File: config.mk
export PLATFORM = sky130hd
export DESIGN_NAME = mire_gen
export DESIGN_NICKNAME = d
export VERILOG_FILES = /design/src/rtl/mire_gen.sv
export SDC_FILE = /design/constraint.sdc
export NUM_CORES = 1
export LEC_CHECK = 0
export ABC_CLOCK_PERIOD_IN_PS = 5900
export CAP_MARGIN = 20
export CORE_ASPECT_RATIO = 0.75
export CORE_MARGIN = 2
export CORE_UTILIZATION = 54
export CTS_CLUSTER_DIAMETER = 80
export DETAILED_ROUTE_END_ITERATION = 10
export PLACE_DENSITY = 0.79
export SYNTH_ARGS = -nofsm -noshare
export SYNTH_HDL_FRONTEND = slang
export SYNTH_SLANG_ARGS = --single-unit
File: constraint.sdc
create_clock -name clk -period 5.9 [get_ports clk]
set_clock_uncertainty 0.2 [all_clocks]
set_input_delay 0.59 -clock clk [delete_from_list [all_inputs] [get_ports clk]]
set_output_delay 0.59 -clock clk [all_outputs]
set_load 0.03 [all_outputs]
File: src/rtl/mire_gen.sv
// mire_gen : registered test-pattern generator for the video pipeline.
//
// Produces one RGB pixel per clock, one cycle after the spot coordinates
// are presented. Four patterns are available: vertical bars, horizontal
// bars, checkerboard and horizontally scrolling bars. The pattern
// selection and the scroll offset only change on frame_start.
//
// Ports:
//   clk          pixel clock
//   reset_n      asynchronous, active-low reset
//   spotX/spotY  signed current pixel column / line
//   frame_start  single-cycle pulse at the start of each frame
//   mode_sel     requested pattern (0 vbars, 1 hbars, 2 checker, 3 scroll)
//   freeze       holds the scroll offset while high
//   pix_r/g/b    registered pixel colour
//   active_mode  pattern currently in use
module mire_gen #(
    parameter int HACTIVE     = 800,
    parameter int VACTIVE     = 600,
    parameter int NBARS       = 8,
    parameter int SQ_LOG2     = 4,
    parameter int SCROLL_STEP = 4
) (
    input  logic               clk,
    input  logic               reset_n,
    input  logic signed [10:0] spotX,
    input  logic signed [10:0] spotY,
    input  logic               frame_start,
    input  logic [1:0]         mode_sel,
    input  logic               freeze,
    output logic [7:0]         pix_r,
    output logic [7:0]         pix_g,
    output logic [7:0]         pix_b,
    output logic [1:0]         active_mode
);

    localparam int          OFF_W = $clog2(HACTIVE);
    localparam int unsigned H_U   = HACTIVE;
    localparam int unsigned V_U   = VACTIVE;
    localparam int unsigned BAR_W = HACTIVE / NBARS;
    localparam int unsigned BAR_H = VACTIVE / NBARS;
    localparam int unsigned LAST  = NBARS - 1;

    typedef enum logic [1:0] {
        MODE_VBARS   = 2'd0,
        MODE_HBARS   = 2'd1,
        MODE_CHECKER = 2'd2,
        MODE_SCROLL  = 2'd3
    } mode_t;

    mode_t            cur_mode, mode_next;
    logic [OFF_W-1:0] offset, offset_next;

    int unsigned x_u, y_u, x_eff, offset_u;
    logic        in_area;
    logic [23:0] rgb;

    function automatic logic [23:0] palette(input int unsigned idx);
        logic [23:0] c;
        case (idx % 32'd8)
            32'd0:   c = 24'hFF0000;
            32'd1:   c = 24'h00FF00;
            32'd2:   c = 24'h0000FF;
            32'd3:   c = 24'hFF00FF;
            32'd4:   c = 24'hFFFF00;
            32'd5:   c = 24'h00FFFF;
            32'd6:   c = 24'h000000;
            default: c = 24'hFFFFFF;
        endcase
        return c;
    endfunction

    // Remainder pixels beyond the last full bar are absorbed by the last bar.
    function automatic int unsigned bar_of(input int unsigned v, input int unsigned w);
        int unsigned idx;
        idx = v / w;
        if (idx > LAST) begin
            idx = LAST;
        end
        return idx;
    endfunction

    // Frame-boundary update of the pattern and scroll offset. Entering
    // scroll mode restarts the scroll from zero, even when frozen.
    // The wrap is done by comparing against HACTIVE-SCROLL_STEP so the
    // arithmetic never needs a bit wider than the offset itself.
    always_comb begin
        mode_next   = cur_mode;
        offset_next = offset;
        if (frame_start) begin
            mode_next = mode_t'(mode_sel);
            if (mode_next == MODE_SCROLL && cur_mode != MODE_SCROLL) begin
                offset_next = '0;
            end else if (!freeze) begin
                if (offset >= OFF_W'(HACTIVE - SCROLL_STEP)) begin
                    offset_next = offset - OFF_W'(HACTIVE - SCROLL_STEP);
                end else begin
                    offset_next = offset + OFF_W'(SCROLL_STEP);
                end
            end
        end
    end

    // Pixel colour for the current spot, using the pattern and offset as
    // they stand before any frame_start update in this cycle.
    always_comb begin
        x_u      = {21'd0, spotX};
        y_u      = {21'd0, spotY};
        offset_u = {{(32-OFF_W){1'b0}}, offset};
        in_area  = !spotX[10] && !spotY[10] && (x_u < H_U) && (y_u < V_U);
        x_eff    = x_u + offset_u;
        if (x_eff >= H_U) begin
            x_eff = x_eff - H_U;
        end
        case (cur_mode)
            MODE_VBARS:  rgb = palette(bar_of(x_u, BAR_W));
            MODE_HBARS:  rgb = palette(bar_of(y_u, BAR_H));
            MODE_CHECKER: begin
                if ((((x_u >> SQ_LOG2) ^ (y_u >> SQ_LOG2)) & 32'd1) == 32'd0) begin
                    rgb = 24'hFFFFFF;
                end else begin
                    rgb = 24'h000000;
                end
            end
            default:     rgb = palette(bar_of(x_eff, BAR_W));
        endcase
        if (!in_area) begin
            rgb = 24'h000000;
        end
    end

    always_ff @(posedge clk or negedge reset_n) begin
        if (!reset_n) begin
            cur_mode <= MODE_VBARS;
            offset   <= '0;
            pix_r    <= 8'd0;
            pix_g    <= 8'd0;
            pix_b    <= 8'd0;
        end else begin
            cur_mode <= mode_next;
            offset   <= offset_next;
            pix_r    <= rgb[23:16];
            pix_g    <= rgb[15:8];
            pix_b    <= rgb[7:0];
        end
    end

    assign active_mode = cur_mode;

endmodule

Yosys cells after proc, flatten, opt, wreduce, memory -nomap -nowiden
Cells that the tools add are included.
{"block": "op_classes", "n_eq_ne": 23, "reduce_logical": 13, "div_mod_pow": 3, "n_lt_le_gt_ge": 7, "add_sub_neg": 4, "mux": 16, "bitwise_logic": 1}
{"cell": "case mux 24 bit (7 select lines)", "n": 3}
{"cell": "logical NOT 32 bit", "n": 4}
{"cell": "greater-than comparator 32 x 3 -> 1 bit (second input constant)", "n": 3}
{"cell": "case mux 24 bit (3 select lines)", "n": 1}
{"cell": "divider 11 x 7 -> 32 bit (second input constant)", "n": 2}
{"cell": "2-to-1 mux 24 bit", "n": 2}
{"cell": "divider 32 x 7 -> 32 bit (second input constant)", "n": 1}
{"cell": "2-to-1 mux 32 bit", "n": 1}
{"cell": "2-to-1 mux 10 bit", "n": 3}
{"cell": "== test 3 bit (second input constant)", "n": 9}
{"cell": "less-than comparator 11 x 10 -> 1 bit (second input constant)", "n": 2}
{"cell": "== test 3 x 2 -> 1 bit (second input constant)", "n": 6}
{"cell": "2-to-1 mux 3 bit", "n": 6}
{"cell": "subtractor 12 x 10 -> 13 bit (second input constant)", "n": 1}
{"cell": "adder 11 x 10 -> 12 bit", "n": 1}
{"cell": ">= comparator 12 x 10 -> 1 bit (second input constant)", "n": 1}
{"cell": "adder 10 x 3 -> 10 bit (second input constant)", "n": 1}
{"cell": ">= comparator 10 bit (second input constant)", "n": 1}
{"cell": "subtractor 10 bit (second input constant)", "n": 1}
{"cell": "== test 3 x 1 -> 1 bit (second input constant)", "n": 3}
{"cell": "== test 2 bit (second input constant)", "n": 2}
{"cell": "logical AND 1 bit", "n": 4}
{"cell": "OR reduction 3 bit", "n": 1}
{"cell": "== test 2 x 1 -> 1 bit (second input constant)", "n": 1}
{"cell": "other kinds (6)", "n": 7}
{"block": "totals", "ff_bits": 36, "output_inout_bits": 26, "input_bits": 28, "elab_cells": 72}

Longest topological paths before layout
Gate-level depths: netlist (run 1).
{"block": "depth", "ltp_word": 11, "depth_mapped": 30, "depth_no_buf": 29}

Least setup slack after synthesis (run 1)
Ideal clock, no wire load.
{"block": "synth_timing", "path_kind": "in2reg", "start": "input spotY[5]", "end": "register pix_g[6]", "setup_slack_ps": -262, "setup_time_ps": 104, "stages": 28, "arrival_ps": 5858, "path_buffers": 1, "cell_sequence": "buf_2 -> a21o_1 -> a21boi_2 -> inv_2 -> ha_1 -> o31ai_1 -> o31ai_1 -> a21oi_1 -> nand2_1 -> a211oi_2 -> nor2_1 -> xnor2_1 -> ha_1 -> inv_1 -> nand2_1 -> or4_1 -> a211oi_1 -> nor2_1 -> nand2_1 -> a311oi_1 -> a211oi_1 -> o21ai_0 -> ha_1 -> o21ai_0 -> o22ai_1 -> nand3b_1 -> o21ai_0 -> a221oi_1"}
{"block": "synth_via", "elab_chain_len": 8, "word_cells_on_any_way": 16, "classes_between": "1 x div; 2 x order compare; 6 x eq/ne; 5 x mux; 2 x reduce/logical"}
{"item": "from (decl)", "line": "27", "text": "input logic signed [10:0] spotY,"}
{"item": "divider 11 x 7 -> 32 bit", "line": "76", "text": "idx = v / w;"}
{"item": "greater-than comparator 32 x 3 -> 1 bit", "line": "77", "text": "if (idx > LAST) begin"}
{"item": "2-to-1 mux 3 bit", "line": "77"}
{"item": "2-to-1 mux 3 bit", "line": "115", "text": "case (cur_mode)"}
{"item": "logical NOT 32 bit (tied with other cells)", "line": "60", "text": "case (idx % 32'd8)"}
{"item": "case mux 24 bit (7 select lines)", "line": "60"}
{"item": "case mux 24 bit (3 select lines)", "line": "115"}
{"item": "2-to-1 mux 24 bit (*)", "line": "127", "text": "if (!in_area) begin"}
{"item": "to (signal assigned)", "line": "143", "text": "pix_g <= rgb[15:8];"}
{"item": "to (decl)", "line": "32", "text": "output logic [7:0] pix_g,"}
Every way passes the cells marked *; elsewhere a longest branch is shown, timed or not. The select of a mux whose other input is x is not followed.
A chain may end at the register's enable or synchronous reset.

Worst setup path in the final report (run 1)
{"block": "layout_timing", "start": "input spotX[7]", "end": "register pix_g[6]"}
{"block": "layout_via", "elab_chain_len": 11, "word_cells_on_any_way": 33, "classes_between": "2 x add/sub; 2 x div; 4 x order compare; 12 x eq/ne; 9 x mux; 4 x reduce/logical"}
{"item": "from (decl)", "line": "26", "text": "input logic signed [10:0] spotX,"}
{"item": "adder 11 x 10 -> 12 bit", "line": "111", "text": "x_eff = x_u + offset_u;"}
{"item": "subtractor 12 x 10 -> 13 bit / >= comparator 12 x 10 -> 1 bit (equally long branches)", "line": "113, 112"}
{"item": "2-to-1 mux 32 bit", "line": "112", "text": "if (x_eff >= H_U) begin"}
{"item": "divider 32 x 7 -> 32 bit", "line": "76"}
{"item": "greater-than comparator 32 x 3 -> 1 bit", "line": "77"}
{"item": "2-to-1 mux 3 bit", "line": "77"}
{"item": "2-to-1 mux 3 bit", "line": "115"}
{"item": "logical NOT 32 bit (tied with other cells)", "line": "60"}
{"item": "case mux 24 bit (7 select lines)", "line": "60"}
{"item": "case mux 24 bit (3 select lines)", "line": "115"}
{"item": "2-to-1 mux 24 bit (*)", "line": "127"}
Marks and branches as above.

==> results.toml, run 1 <==
[outcome]
status = "finished with violations"
violations = "setup timing"

[clock_tree]
cts.sinks = 13
htree_levels = 1
cts_buffer_depth = 2
ctsHoldBuffers = 0
path_clk_slew_ns = 0.04
cts_tree = "done"
clock_latency_ns = 0.24
root_buffer = "clkbuf_16"
cts_inserted_buffers = 3

[synth]
synth-seq-area-share = 0.06426
netlist_top_cells_count = "nand2_1 (62), nor2_1 (60), a21oi_1 (52)"
netlist_instances = 732
async_reset_ff_frac = 1.000
synth-edff-count = 0
syn-cell-area_um2 = 5062
synth-seq-cells = 13
synth.area.top_cells = "dfrtp_1 (6.4%), ha_1 (6.4%), a21oi_1 (5.1%), nand2_1 (4.6%), nor2_1 (4.4%)"
ys.flop_type = "dfrtp_1"
ys_warn_count = 0
yosys.area.top_type = "dfrtp_1"
avgSynthCellArea_um2 = 6.916
synth_fp_nets = 786
synth_cell_types = 93
synth_top_area_share = 0.06426
yosysMostFrequentCell = "nand2_1"

[placement]
place_ws_ns = -0.7525
place.detailed.hpwl_mm = 15.21
dpl_cell_area_um2 = 7039
port_buffers = 53
place_inst = 1056
gp_routability_congestion = 0.9512

[finish]
layout.cells.non_filler = 1083
multi_input_area_um2 = 4975
finish.instance_area_um2 = 7815
syn_to_final_growth_pct = 54.37
fillCellCount = 496
final_nets = 1009
seqCellArea_um2 = 325.3
drive_above_1_share = 0.3648

[routing]
drcViolationCount = 0
vias_per_cell = 6.933
wl_mm = 22.30
ant_nets = 0
drt_first_iter_violations = 1079
vias = 7508
dr.pass1.iters = 5
wire_per_inst_um = 20.59

[worst_hold_path]
holdCritStartpoint = "offset[9]"
hp-class = "reg -> reg"
holdPathStages = 2

[setup_path]
reg2reg_depth = 25
critPathArrivalTime_ns = 6.05
r2r_start = "offset[5]"
crit_fanout = 7
rrSetupSlack_ns = -0.19
start_kind = "input port"
critical_path_class = "in -> reg"
cp-end-kind = "register"
crit_start = "spotX[7]"
cp.required_ns = 5.83

[floorplanning]
core_area_um2 = 9084
die_h_um = 87.85
floorplan.initialDensity = 0.5573
die_x_um = 115.8
placementRows = 30
ios = 54
die-area_um2 = 10170

[global_routing]
grt_pass1_vias = 6442
antenna_found_initial = 1
grt_max_degree = 22
grt_pass1_wl_mm = 31.25
grt_overflow = 0
grt_use_total = 0.3772

[sta]
grt_setup_unrepaired = "yes"
fin_ws_ns = -0.2174
timing.hold.ws_ns = 0.4039
tightest_slew_ns = 0.7250
slew_violations = 0
fmax_mhz = 163.5
period_minus_slack_ns = 6.117
hold_violations = 0
slew_headroom = 0.5132
post-route-period-util = 1.037
setup_viol = 2
setup_tns_ns = -0.3984

[pwr]
p_leak_uw = 0.003281
power_density_nw_per_um2 = 281.4
vdd_ir_drop_max_mv = 0.2207

[flow_run]
cap_violations = 0
## power breakdown
part	switching [uW]	internal, uW
Sequential	18.4	99.6
Combinational	1040	911
Clock	37.2	91.1
Total	1100	1100
## stage by stage
stage / total power [uW] / util
global route: 2314 / 0.8603
CTS: 1916 / 0.8039
floorplan: 1111 / -
global placement: 1682 / 0.7749
detailed placement: 1747 / 0.7749
finish: 2199 / 0.8603
## state kept, by name, indices dropped and copies added, names as in the netlist
name,flops
pix_b,1
pix_g,1
pix_r,1
active_mode,2
offset,8
## cells by family (layout without fill, tap and decap cells)
logic type / count (synthesis) / count (layout) / share of synthesized area
mux: 23 / 23 / 0.05289
compound gates: 287 / 287 / 0.4108
other cells: 0 / 1 / 0
buf+inv: 81 / 303 / 0.07810
flops: 13 / 13 / 0.06426
xor+xnor: 25 / 25 / 0.04597
simple gates: 274 / 274 / 0.2778
fa+ha+maj: 29 / 29 / 0.07019
## worst paths after layout
check                                 end
max reg2reg                      pix_g[6]
max in group asynchronous       offset[8]
max                              pix_g[6]
min                             offset[9]
min in group asynchronous  active_mode[1]
min reg2reg                     offset[9]
## cell type report
class / instances / area share
diodes: 1 / 0.0003202
clock buffers: 4 / 0.01009
inverters: 31 / 0.01489
multi-input cells: 638 / 0.6366
flip-flops and latches: 13 / 0.04163
well taps: 128 / 0.02049
repair buffers: 268 / 0.2760
## critical path, cell delays in order
cell and delay (ns):
dlygate4sd2_1 0.31, ha_4 0.36, buf_4 0.13, mux2_2 0.34, a2111o_1 0.34, buf_6 0.14
or2_4 0.26, a211oi_4 0.34, nor3_4 0.09, a21o_1 0.26, a2111oi_4 0.38, a2111o_2 0.21
or3b_4 0.41, a31o_1 0.25, a2111o_1 0.39, o31ai_4 0.09, o31ai_2 0.11, o21ai_2 0.21
inv_1 0.10, ha_1 0.21, nor2_1 0.10, o22ai_1 0.09, a221oi_2 0.32
## placed cells by master (no fill, tap or decap), types with 15 or more instances in the layout
cell type        netlist  layout
nand2_1               62      60
xnor2_1               17      15
nor3_1                25      18
o21ai_0               41      35
o211ai_1              17      17
buf_4                 21     210
a21oi_1               52      44
inv_1                 29      27
nand3_1               23      23
ha_1                  26      18
clkdlybuf4s50_1        0      46
nor2_1                60      54
## per-layer routing
layer / GRT usage / up-vias / share of wire
li1: - / 3268 / -
met1: 0.5422 / 3431 / 0.40
met2: 0.6013 / 666 / 0.43
met3: 0.05536 / 143 / 0.13
met4: 0.08009 / 0 / 0.047
met5: 0 / - / 0
## timing repair
item | in CTS | in global routing
pin swaps | 14 | 52
buffers inserted | 4 | 19
endpoints found under the setup margin | 3 | 3
resized for setup | 33 | 92
(Power assumes the default switching activity.)
==> inputs of run 2 (changes only) <==
--- a/config.mk
+++ b/config.mk
@@ -10,7 +10,6 @@
 export CORE_ASPECT_RATIO = 0.75
 export CORE_MARGIN = 2
 export CORE_UTILIZATION = 54
-export CTS_CLUSTER_DIAMETER = 80
 export DETAILED_ROUTE_END_ITERATION = 10
 export PLACE_DENSITY = 0.79
 export SYNTH_ARGS = -nofsm -noshare
==> results of run 2 <==
Same layout as run 1: the final DEF is identical, and so are final timing and power.
==> inputs of run 3 (changes only) <==
--- a/config.mk
+++ b/config.mk
@@ -10,6 +10,7 @@
 export CORE_ASPECT_RATIO = 0.75
 export CORE_MARGIN = 2
 export CORE_UTILIZATION = 54
+export CTS_CLUSTER_DIAMETER = 200
 export DETAILED_ROUTE_END_ITERATION = 10
 export PLACE_DENSITY = 0.79
 export SYNTH_ARGS = -nofsm -noshare
==> results of run 3 <==
Same layout as run 1: the final DEF is identical, and so are final timing and power.
